--- config.mk ---
export PLATFORM = sky130hd
export DESIGN_NAME = ram_sp_be_ctl
export DESIGN_NICKNAME = d
export VERILOG_FILES = /design/src/rtl/ram_sp_be_ctl.sv
export SDC_FILE = /design/constraint.sdc
export NUM_CORES = 1
export LEC_CHECK = 0
export BUFFER_PORTS_ARGS = -buffer_cell sky130_fd_sc_hd__clkbuf_2
export CORE_MARGIN = 2
export CORE_UTILIZATION = 40
export DETAILED_ROUTE_END_ITERATION = 12
export GPL_TIMING_DRIVEN = 1
export PLACE_DENSITY = 0.65
export SYNTH_ARGS = -nofsm -noshare
export SYNTH_HDL_FRONTEND = slang
export SYNTH_SLANG_ARGS = --single-unit
--- constraint.sdc ---
create_clock -name clk -period 3.9 [get_ports clk]
set_input_delay 0.195 -clock clk [delete_from_list [all_inputs] [get_ports clk]]
set_output_delay 0.195 -clock clk [all_outputs]
set_load 0.01 [all_outputs]
--- src/rtl/ram_sp_be_ctl.sv ---
// Single-port SRAM with per-column write enables, a registered read and a self-clearing engine.
// Read latency 1 cycle (2 with RAM_SP_BE_OREG_EN defined: extra output pipeline register).
// No backpressure: accesses are accepted every cycle unless busy_o, when they are dropped.
module ram_sp_be_ctl #(
    parameter int                    ADR_WD  = 6,
    parameter int                    DAT_WD  = 23,
    parameter int                    COL_WD  = 23,
    parameter logic [DAT_WD-1:0]     CLR_VAL = '0
) (
    input  logic                                   clk,
    input  logic                                   rst_n,
    input  logic                                   clr_i,
    input  logic [ADR_WD-1:0]                      adr_i,
    input  logic [(DAT_WD+COL_WD-1)/COL_WD-1:0]    wr_ena_i,
    input  logic [DAT_WD-1:0]                      wr_dat_i,
    input  logic                                   rd_ena_i,
    output logic [DAT_WD-1:0]                      rd_dat_o,
    output logic                                   rd_val_o,
    output logic                                   busy_o
);

    localparam int                COL_NUM = (DAT_WD + COL_WD - 1) / COL_WD;
    localparam int                DEPTH   = 2 ** ADR_WD;
    localparam logic [ADR_WD-1:0] ADR_MAX = '1;

    typedef enum logic {
        CLEAR = 1'b0,
        IDLE  = 1'b1
    } state_t;

    state_t              state_q;
    state_t              state_d;
    logic [ADR_WD-1:0]   cnt_q;
    logic [ADR_WD-1:0]   cnt_d;
    logic [DAT_WD-1:0]   mem [DEPTH];
    logic [DAT_WD-1:0]   wr_mask;
    logic                usr_wr;
    logic                usr_rd;
    logic [DAT_WD-1:0]   rd_dat_q;
    logic                rd_val_q;

    // Expand column enables to a bit mask; the last column simply covers fewer bits.
    for (genvar b = 0; b < DAT_WD; b++) begin : g_mask
        assign wr_mask[b] = wr_ena_i[b / COL_WD];
    end

    // User accesses only count in IDLE; a write in the same cycle suppresses the read.
    assign usr_wr = (state_q == IDLE) && (|wr_ena_i);
    assign usr_rd = (state_q == IDLE) && rd_ena_i && !(|wr_ena_i);
    assign busy_o = (state_q == CLEAR);

    // State and clear-counter register.
    always_ff @(posedge clk or negedge rst_n) begin
        if (!rst_n) begin
            state_q <= CLEAR;
            cnt_q   <= '0;
        end else begin
            state_q <= state_d;
            cnt_q   <= cnt_d;
        end
    end

    // Next state: sweep every address once, compare to the last address so the counter never wraps unnoticed.
    always_comb begin
        state_d = state_q;
        cnt_d   = cnt_q;
        case (state_q)
            CLEAR: begin
                if (clr_i) begin
                    cnt_d = '0;
                end else if (cnt_q == ADR_MAX) begin
                    state_d = IDLE;
                    cnt_d   = '0;
                end else begin
                    cnt_d = cnt_q + 1'b1;
                end
            end
            IDLE: begin
                if (clr_i) begin
                    state_d = CLEAR;
                    cnt_d   = '0;
                end
            end
            default: begin
                state_d = CLEAR;
                cnt_d   = '0;
            end
        endcase
    end

    // Array write port: clear engine owns the port while busy, otherwise masked user writes.
    always_ff @(posedge clk) begin
        if (state_q == CLEAR) begin
            mem[cnt_q] <= CLR_VAL;
        end else if (usr_wr) begin
            mem[adr_i] <= (mem[adr_i] & ~wr_mask) | (wr_dat_i & wr_mask);
        end
    end

    // Registered read: data holds between reads, valid pulses for one cycle per accepted read.
    always_ff @(posedge clk or negedge rst_n) begin
        if (!rst_n) begin
            rd_dat_q <= '0;
            rd_val_q <= 1'b0;
        end else begin
            rd_val_q <= usr_rd;
            if (usr_rd) begin
                rd_dat_q <= mem[adr_i];
            end
        end
    end

`ifdef RAM_SP_BE_OREG_EN
    logic [DAT_WD-1:0] rd_dat_p;
    logic              rd_val_p;

    // Extra output stage: data and valid move together, so a read in flight survives a clear request.
    always_ff @(posedge clk or negedge rst_n) begin
        if (!rst_n) begin
            rd_dat_p <= '0;
            rd_val_p <= 1'b0;
        end else begin
            rd_dat_p <= rd_dat_q;
            rd_val_p <= rd_val_q;
        end
    end

    assign rd_dat_o = rd_dat_p;
    assign rd_val_o = rd_val_p;
`else
    assign rd_dat_o = rd_dat_q;
    assign rd_val_o = rd_val_q;
`endif

endmodule
==> results list, run 1 <==
* Outcome: completed
- The worst setup path is captured at a flip-flop.
- Synth Register Bits: 1503
* Standard cell core area: 0.144 mm²
- The number of different library cells used by synthesis comes to 46.
* Post-CTS setup buffers: 0
- Counting every sink on the clock net gives 1503.
* Min-Delay Startpoint: wr_dat_i[11]
- Max Freq: 314 MHz
* Nets@finish: 3039
* CTS HTree Levels: 4
- Effective utilization at floorplan: 0.404
* Portion of netlist area occupied by mux cells: 0.147
* Clock latency reported for the late side of the worst-skew pair: 0.77 ns
- After global routing the overflow that remains totals 0.
- Worst setup slack after layout: 0.715 ns
- Using the TritonRoute via totals, the vias-per-cell ratio works out to 5.73.
- Clock Pin Slew Worst Setup and Hold Paths: 0.06 ns
* Required time at the endpoint of the critical path: 4.55 ns
- DR iter-0 viols: 3859
- Per-cell routed wire length: 28.5 µm
- At the pin with the least slew margin, the transition time is 1.32 ns.
- Final setup violation count: 0
- The count of final max-slew check failures is 0.
* Global placement routability congestion: 0.845
- Fraction of the mapped netlist area in adder cells: 0.000215
- Before CTS, the worst setup slack after placement is 0.684 ns.
- Most frequent cell after synthesis: sky130_fd_sc_hd__edfxtp_1
- Synthesized netlist cell count: 2769
- For this design the static power due to leakage is 24.5 nW.
- In this run the cell area measured after placement is 0.0619 mm².
* Total negative slack: 0 ns
- The number of global-route vias before repair was 28300.
- Excluding fillers, the count of instances in the completed layout stands at 5026.
- Combined area of all synthesized cells: 0.0582 mm²
- Counting flops with an async set or reset pin after synthesis yields a share of 0.0206.
- Area share of xor/xnor cells in the synthesized design: 0.000301
- The worst-case IR drop observed on VDD is 0.418 mV.
- In this run the worst path has a maximum fanout of 19.
- The highest layer touched by signal routing is met5.
- After synthesis, the most frequently instantiated cells are sky130_fd_sc_hd__edfxtp_1, sky130_fd_sc_hd__mux4_2, sky130_fd_sc_hd__nor2_1, sky130_fd_sc_hd__mux2_2, sky130_fd_sc_hd__nand2_1.
* Area fraction of the dominant cell type after synthesis: 0.760
- Final HPWL DP: 84.7 mm
- Worst slew margin relative to its limit: 0.117
* Buffer type at the clock tree root: sky130_fd_sc_hd__clkbuf_16
* Post-synthesis area per instance: 21.0 µm²
* Start of the worst register-to-register path: state_q
* Main combinational cell family by area after synthesis: multiplexers
- In this run, synthesis inferred 1472 flip-flops with an integrated enable.
- In the final layout, the share of cells above drive strength 1 is 0.310.
* Total design power: 0.0320 W
- The largest total area in the synthesized netlist belongs to sky130_fd_sc_hd__edfxtp_1.
- CTS buffer count: 145
* Main flop type after synthesis: sky130_fd_sc_hd__edfxtp_1
* CTS tree: built
- Wires add up to 143 mm.
- The die covers 0.148 mm².
- In this run the remaining antenna-violating nets after routing total 0.
- The first global-routing pass estimated 206 mm of wire.
- Yosys attributes the largest share of cell area to sky130_fd_sc_hd__edfxtp_1, sky130_fd_sc_hd__mux4_2, sky130_fd_sc_hd__mux2_2, sky130_fd_sc_hd__dfrtp_1, sky130_fd_sc_hd__nor2_1.
- The detailed router put a total of 59.0 mm of wire on met1.
- Count of fill cells added during filler insertion: 11900
* Syn Nets: 2804
- The floorplan step set the die height to 385 µm.
- Width of the chip: 385 µm
- The worst setup path is launched from a flip-flop.
- Maximum number of buffers from clock root to sink: 3
* Worst Path Arrival: 3.84 ns
* CP Launch Point: state_q
- Synth warn: 0
- Routed wire length on met2: 67.6 mm
* Initial antenna violation count: 9
* Overall track demand over capacity in global routing: 0.194
- Number of placed I/O pins: 59
* Shortest clock period the worst path allows after layout: 3.19 ns
* Simple-Gate Fraction of Synth Area: 0.0289
- Relative to the synthesized area, the layout overhead comes to 14.2%.
- In the routed design, unresolved DRC markers number 0.
- Dividing total power by cell area gives a power density of 482 mW/mm².
- Max-cap violations: 0
- The tightest min-delay check is of the input port to flip-flop type.
- The worst register-to-register path has a setup slack of 0.71 ns.
- Including well taps, the total number of placed cells is 4757.
- Hold violation count in the final report: 0
- Detailed-route via count: 28800
- The first detailed-routing pass took 6 iterations.
- Clock skew on the completed layout was measured at 0.0275 ns.
- Summing all non-filler instances in the final layout gives an area of 0.0664 mm².
- Seq/Total Area, Yosys: 0.773
- Buffers on Ports: 58
* Critical path type: flip-flop to flip-flop
- Share of the synthesized area in compound gates (AO/OA/AOI/OAI): 0.0345
* Row count: 139
- In the detailed route, the total length drawn on met3 is 12.5 mm.
- RSZ-0062 raised after global routing: false
- Of the available clock period, the critical path in the final layout requires 0.817.
- Entering global routing, the biggest net connects 66 pins.
==> power by group <==
part	leakage, nW	switching (W)	internal [W]
Combinational	5.32	0.000600	0.000361
Clock	2.17	0.00592	0.00752
Sequential	17.0	0.0000466	0.0176
==> cells by family after synthesis <==
| logic type | after synthesis |
|---|---|
| mux | 462 |
| compound gates | 273 |
| flops | 1503 |
| buf+inv | 166 |
| fa+ha+maj | 1 |
| simple gates | 362 |
| xor+xnor | 2 |
==> path summary, 6_finish.rpt <==
| path | to | cells past startpoint |
|---|---|---|
| setup / recovery | rd_dat_o[14] | 7 |
| hold / removal | mem[51][11] | 2 |
| setup reg to reg | rd_dat_o[14] | 7 |
| hold reg to reg | rd_dat_o[0] | 2 |
| max in group asynchronous | cnt_q[0] | 2 |
| min in group asynchronous | rd_dat_o[17] | 2 |
==> timing repair <==
action | in CTS | in global routing
hold buffers | 3 | 0
endpoints found under the hold margin | 39 | 0
gates resized for setup | 0 | 0
==> critical path: stages, from the launching register on <==
cell and delay, ns:
sky130_fd_sc_hd__dfrtp_1 0.64, sky130_fd_sc_hd__inv_2 0.15, sky130_fd_sc_hd__nor3b_4 0.22, sky130_fd_sc_hd__nand2b_1 0.71, sky130_fd_sc_hd__buf_4 0.44, sky130_fd_sc_hd__a2111oi_0 0.62, sky130_fd_sc_hd__buf_4 0.22, sky130_fd_sc_hd__a211oi_1 0.06
==> area by class of cell <==
cell class / count / area (µm²) / share of cell area
sequential: 1503 / 45000 / 0.677
timing repair buffer: 251 / 2060 / 0.0310
multi-input combinational: 1100 / 12500 / 0.188
clock inverter: 78 / 611 / 0.00919
antenna: 2 / 5.00 / 0.0000754
clock buffer: 186 / 3890 / 0.0586
tap: 1903 / 2380 / 0.0359
inverter: 3 / 11.3 / 0.000170
==> flip-flops by register name, summed over array words and instances (netlist names) <==
register	flops
mem	1472
cnt_q	6
rd_val_o	1
rd_dat_o	23
state_q	1
==> cells in the final DEF, fill, tap and decap left out, types with 5 or more instances in the layout <==
| cell | instances |
|---|---|
| sky130_fd_sc_hd__nor4_1 | 24 |
| sky130_fd_sc_hd__a2111oi_0 | 10 |
| sky130_fd_sc_hd__mux2i_1 | 25 |
| sky130_fd_sc_hd__mux4_2 | 299 |
| sky130_fd_sc_hd__clkbuf_16 | 150 |
| sky130_fd_sc_hd__nor2_2 | 65 |
| sky130_fd_sc_hd__clkbuf_1 | 36 |
| sky130_fd_sc_hd__nor2_1 | 78 |
| sky130_fd_sc_hd__clkbuf_2 | 55 |
| sky130_fd_sc_hd__dfrtp_1 | 31 |
| sky130_fd_sc_hd__o21ai_0 | 9 |
| sky130_fd_sc_hd__a22oi_1 | 23 |
| sky130_fd_sc_hd__a2111oi_1 | 13 |
| sky130_fd_sc_hd__o22ai_1 | 46 |
| sky130_fd_sc_hd__a221oi_1 | 23 |
| sky130_fd_sc_hd__clkinv_2 | 14 |
| sky130_fd_sc_hd__a211oi_1 | 69 |
| sky130_fd_sc_hd__buf_12 | 23 |
| sky130_fd_sc_hd__mux2_2 | 138 |
| sky130_fd_sc_hd__edfxtp_1 | 1472 |
| sky130_fd_sc_hd__a21oi_1 | 26 |
| sky130_fd_sc_hd__nand2_1 | 92 |
| sky130_fd_sc_hd__bufinv_16 | 7 |
| sky130_fd_sc_hd__a22o_1 | 23 |
| sky130_fd_sc_hd__nand2b_1 | 6 |
| sky130_fd_sc_hd__inv_6 | 5 |
| sky130_fd_sc_hd__nor2b_1 | 48 |
| sky130_fd_sc_hd__buf_4 | 167 |
| sky130_fd_sc_hd__clkinv_1 | 43 |
| sky130_fd_sc_hd__o31ai_1 | 25 |
| sky130_fd_sc_hd__and3_2 | 23 |
| sky130_fd_sc_hd__nand3_1 | 7 |
==> metrics by stage <==
stage,util,hold WS (ns)
global placement,0.430,0.398
global route,0.461,0.0866
floorplan,-,-0.101
detailed placement,0.430,0.410
finish,0.461,0.114
CTS,0.461,0.0646
==> routing by layer <==
layer | track usage | vias up
met5 | 0 | -
met1 | 0.276 | 15300
li1 | - | 12000
met3 | 0.0412 | 233
met2 | 0.301 | 1240
met4 | 0.0574 | 4
(Power assumes the default switching activity.)
==> inputs of run 2 (changes only) <==
--- a/config.mk
+++ b/config.mk
@@ -10,7 +10,7 @@
 export CORE_UTILIZATION = 40
 export DETAILED_ROUTE_END_ITERATION = 12
 export GPL_TIMING_DRIVEN = 1
-export PLACE_DENSITY = 0.65
+export PLACE_DENSITY = 0.67
 export SYNTH_ARGS = -nofsm -noshare
 export SYNTH_HDL_FRONTEND = slang
 export SYNTH_SLANG_ARGS = --single-unit
==> constraint.sdc (replaced) <==
create_clock -name clk -period 2.8 [get_ports clk]
set_input_delay 0.14 -clock clk [delete_from_list [all_inputs] [get_ports clk]]
set_output_delay 0.14 -clock clk [all_outputs]
set_load 0.01 [all_outputs]
==> results list, run 2 (synthesis gave the netlist of run 1 again) <==
* Clock Pin Slew Worst Setup and Hold Paths: 0.06 ns (about the same)
- RSZ-0062 raised after global routing: false
- The length in cells of the worst reg-to-reg path was 5 (-2).
* Clock tree skew after final layout: 0.0206 ns (-0.00683 ns)
- The number of endpoints failing setup at the final stage was 1 (+1).
- Maximum number of buffers from clock root to sink: 3 (unchanged)
- Cts repair resizes: 0 (unchanged)
- Antenna Cells: 0 (-2)
* Internal power consumption: 0.0354 W (+39%)
- The reported leakage power was 25.1 nW (+2.6%).
- The worst slew margin relative to its limit came to 0.160 (+0.0429).
* Initial antenna violation count: 7 (-2)
* TritonCTS Sinks: 1503 (unchanged)
- The setup slack of the most critical reg-to-reg path is -0.04 ns (-0.75 ns).
* CTS tree: built
- The number of global-route vias before repair was 29400 (+3.9%).
- The worst slack on hold paths came to 0.0707 ns (-0.0429 ns).
* Share of total power in combinational logic: 0.034 (+0.004)
* Wire length of the first global-routing pass: 207 mm (+0.54%)
- The final number of hold-violating endpoints came to 0 (unchanged).
- The detail-routed via count per cell was 5.74 (+0.28%).
- Antenna-violating nets left: 0 (unchanged)
- Worst-case vdd ir drop: 0.625 mV (+49%)
* Slew at the pin closest to its max-slew limit: 1.26 ns (-0.0675 ns)
* WP depth: 5 (-2)
- The share of total power in sequential cells was 0.550 (about the same).
* Outcome: finished, violations left
- CTS HTree Levels: 4 (unchanged)
- The post-route worst setup slack is -0.0360 ns (-0.751 ns).
- The worst hold path belongs to the class input port to flip-flop.
* Share of cells above drive strength 1: 0.330 (+0.0197)
- Critical path type: flip-flop to flip-flop
- The final-stage net count came to 3126 (+2.9%).
- Standard cell core area: 0.144 mm² (unchanged)
* CP Launch Point: mem[10][2]
* Die area: 0.148 mm² (unchanged)
* Most common cell after layout, fill and taps aside: sky130_fd_sc_hd__edfxtp_1
- The number of buffers added for setup after CTS is 0 (unchanged).
- Flip-flop count of the largest register, all copies and words added: 1472 (unchanged)
- Max Freq: 353 MHz (+12%)
- On the critical path the largest part of the delay comes from compound AO/OA/AOI/OAI gates.
- STA classifies the critical path endpoint as a flip-flop.
- The aggregate global-route resource usage is 0.193 (-0.000449).
- The count of final max-slew check failures was 0 (unchanged).
- Number of placed I/O pins: 59 (unchanged)
- The final core utilization is 0.472 (+0.0105).
* Count of fill cells added during filler insertion: 11800 (-1.3%)
- Detailed-route via count: 29300 (+2.0%)
- STA classifies the critical path startpoint as a flip-flop.
* Sequential cell area: 0.0450 mm² (unchanged)
* Number of remaining DRC errors: 0 (unchanged)
* Buffer type at the clock tree root: sky130_fd_sc_hd__clkbuf_16
- CTS buffer count: 143 (-1.4%)
- The endpoint identified for the worst register-to-register timing path is rd_dat_o[2].
- Global placement routability congestion: 0.853 (+0.93%)
- Clock latency reported for the late side of the worst-skew pair: 0.78 ns (about the same)
* Effective utilization at floorplan: 0.404 (unchanged)
- Final worst-path cycle share: 1.01 (+0.196)
- The critical path goes through mux4_2 > mux2i_1 > nor2_1 > a2111oi_1 > a211oi_1.
- DR iter-0 viols: 3656 (-5.3%)
* Residual overflow from global routing: 0 (unchanged)
- The maximum fanout along the worst path came to 1 (-18).
* Per-cell routed wire length: 28.0 µm (-1.8%)
- The count of hold buffers inserted by post-cts repair was 2 (-1).
- The final reports fail on negative setup slack.
- The final wirelength came to 143 mm (-0.14%).
- Sw Pwr: 0.00923 W (+41%)
* Required time at the endpoint of the critical path: 3.39 ns (-1.16 ns)
* Synth-to-Final Area Change: 16.8%
* Min-Delay Startpoint: wr_dat_i[12]
- Commonest cells after routing, fill and taps aside: sky130_fd_sc_hd__edfxtp_1, sky130_fd_sc_hd__mux4_2, sky130_fd_sc_hd__buf_4
- Following the worst setup path forward leads to its endpoint at rd_dat_o[2].
- The delay of the slowest cell on the worst path is 1.07 ns (+0.36 ns).
- The post-route minimum period was 2.84 ns (-0.349 ns).
- Worst Path Arrival: 3.43 ns (-0.41 ns)
- Proportion of total power due to net switching: 0.207 (+0.00193)
- Final HPWL DP: 86.8 mm (+2.5%)
* Max-cap violations: 0 (unchanged)
- Start of the worst register-to-register path: mem[10][2]
- The proportion of power drawn by the clock network is 0.416 (-0.004).
* Combined area of the multi-input logic cells: 0.0125 mm² (about the same)
* Power Density: 657 mW/mm² (+36%)
* Non-filler instance count after layout: 5110 (+1.7%)
- More flip-flops sit in one register than any other, and that register is mem.
* Length of the first detailed-routing pass in iterations: 5 (-1)
- Worst hold stages: 3 (+1)
* Width of the chip: 385 µm (unchanged)
* Buffers on Ports: 58 (unchanged)
* Placed Instances: 4847 (+1.9%)
- Slowest stage cell, crit path: sky130_fd_sc_hd__a2111oi_1
- Pin count of the biggest net entering global routing: 66 (unchanged)
* Row count: 139 (unchanged)
* CP bufs+invs: 0 (-3)
- Total negative slack: -0.0360 ns (-0.0360 ns)
- The y dimension of the die is 385 µm (unchanged).
## run 2: cell types whose count changed in the layout (fill, tap and decap cells not counted), moves of 2 or more
cell,previous run,this run
sky130_fd_sc_hd__inv_16,0,4
sky130_fd_sc_hd__diode_2,2,0
sky130_fd_sc_hd__clkbuf_8,0,4
sky130_fd_sc_hd__clkbuf_16,150,144
sky130_fd_sc_hd__clkinv_8,4,1
sky130_fd_sc_hd__buf_12,23,98
sky130_fd_sc_hd__inv_6,5,8
sky130_fd_sc_hd__clkinv_1,43,38
sky130_fd_sc_hd__buf_4,167,182
sky130_fd_sc_hd__clkbuf_1,36,38
sky130_fd_sc_hd__clkinv_2,14,12
## run 2: layout make-up
cell class | instances | area share
clock buffer | 186 | 0.0560
inverter | 3 | 0.000166
timing repair buffer | 340 | 0.0540
sequential | 1503 | 0.662
multi-input combinational | 1100 | 0.184
tap | 1903 | 0.0351
clock inverter | 75 | 0.00910
## run 2: worst min-delay path by stage
stage | end | slack, ns
after global routing | rd_val_o | 0.07
after CTS | rd_val_o | 0.03
final | mem[48][12] | 0.07
after detailed placement | rd_val_o | 0.35
after floorplan | cnt_q[0] | -0.16
after global placement | rd_val_o | 0.34
## run 2: stage by stage
stage               total power (W)  setup WS [ns]  cell area [µm²]
floorplan                    0.0259         -0.115            58200
global placement             0.0265         -0.393            63500
detailed placement           0.0265         -0.367            63500
CTS                          0.0449         0.0364            67900
global route                 0.0458         0.0632            67900
finish                       0.0446        -0.0360            67900
## run 2: power by group through the flow
stage / clock [W] / sequential [W] / combinational, W
floorplan: 0 / 0.0250 / 0.000886
global placement: 0 / 0.0250 / 0.00150
detailed placement: 0 / 0.0250 / 0.00151
CTS: 0.0188 / 0.0245 / 0.00152
global route: 0.0197 / 0.0245 / 0.00160
finish: 0.0186 / 0.0245 / 0.00151
## run 2: worst reg2reg max path: cells and delay by family, from the launching register on
kind	cells	cell delay (ns)
AND/OR/NAND/NOR	1	0.13
flip-flops	1	0.37
multiplexers	2	0.92
AO/OA/AOI/OAI	2	1.26
## run 2: routing by layer
layer | share of wire | global-route usage | up-vias
li1 | - | - | 12200
met4 | 0.024 | 0.0566 | 4
met2 | 0.48 | 0.308 | 1291
met5 | 0.00020 | 0 | -
met1 | 0.41 | 0.272 | 15700
met3 | 0.086 | 0.0356 | 201
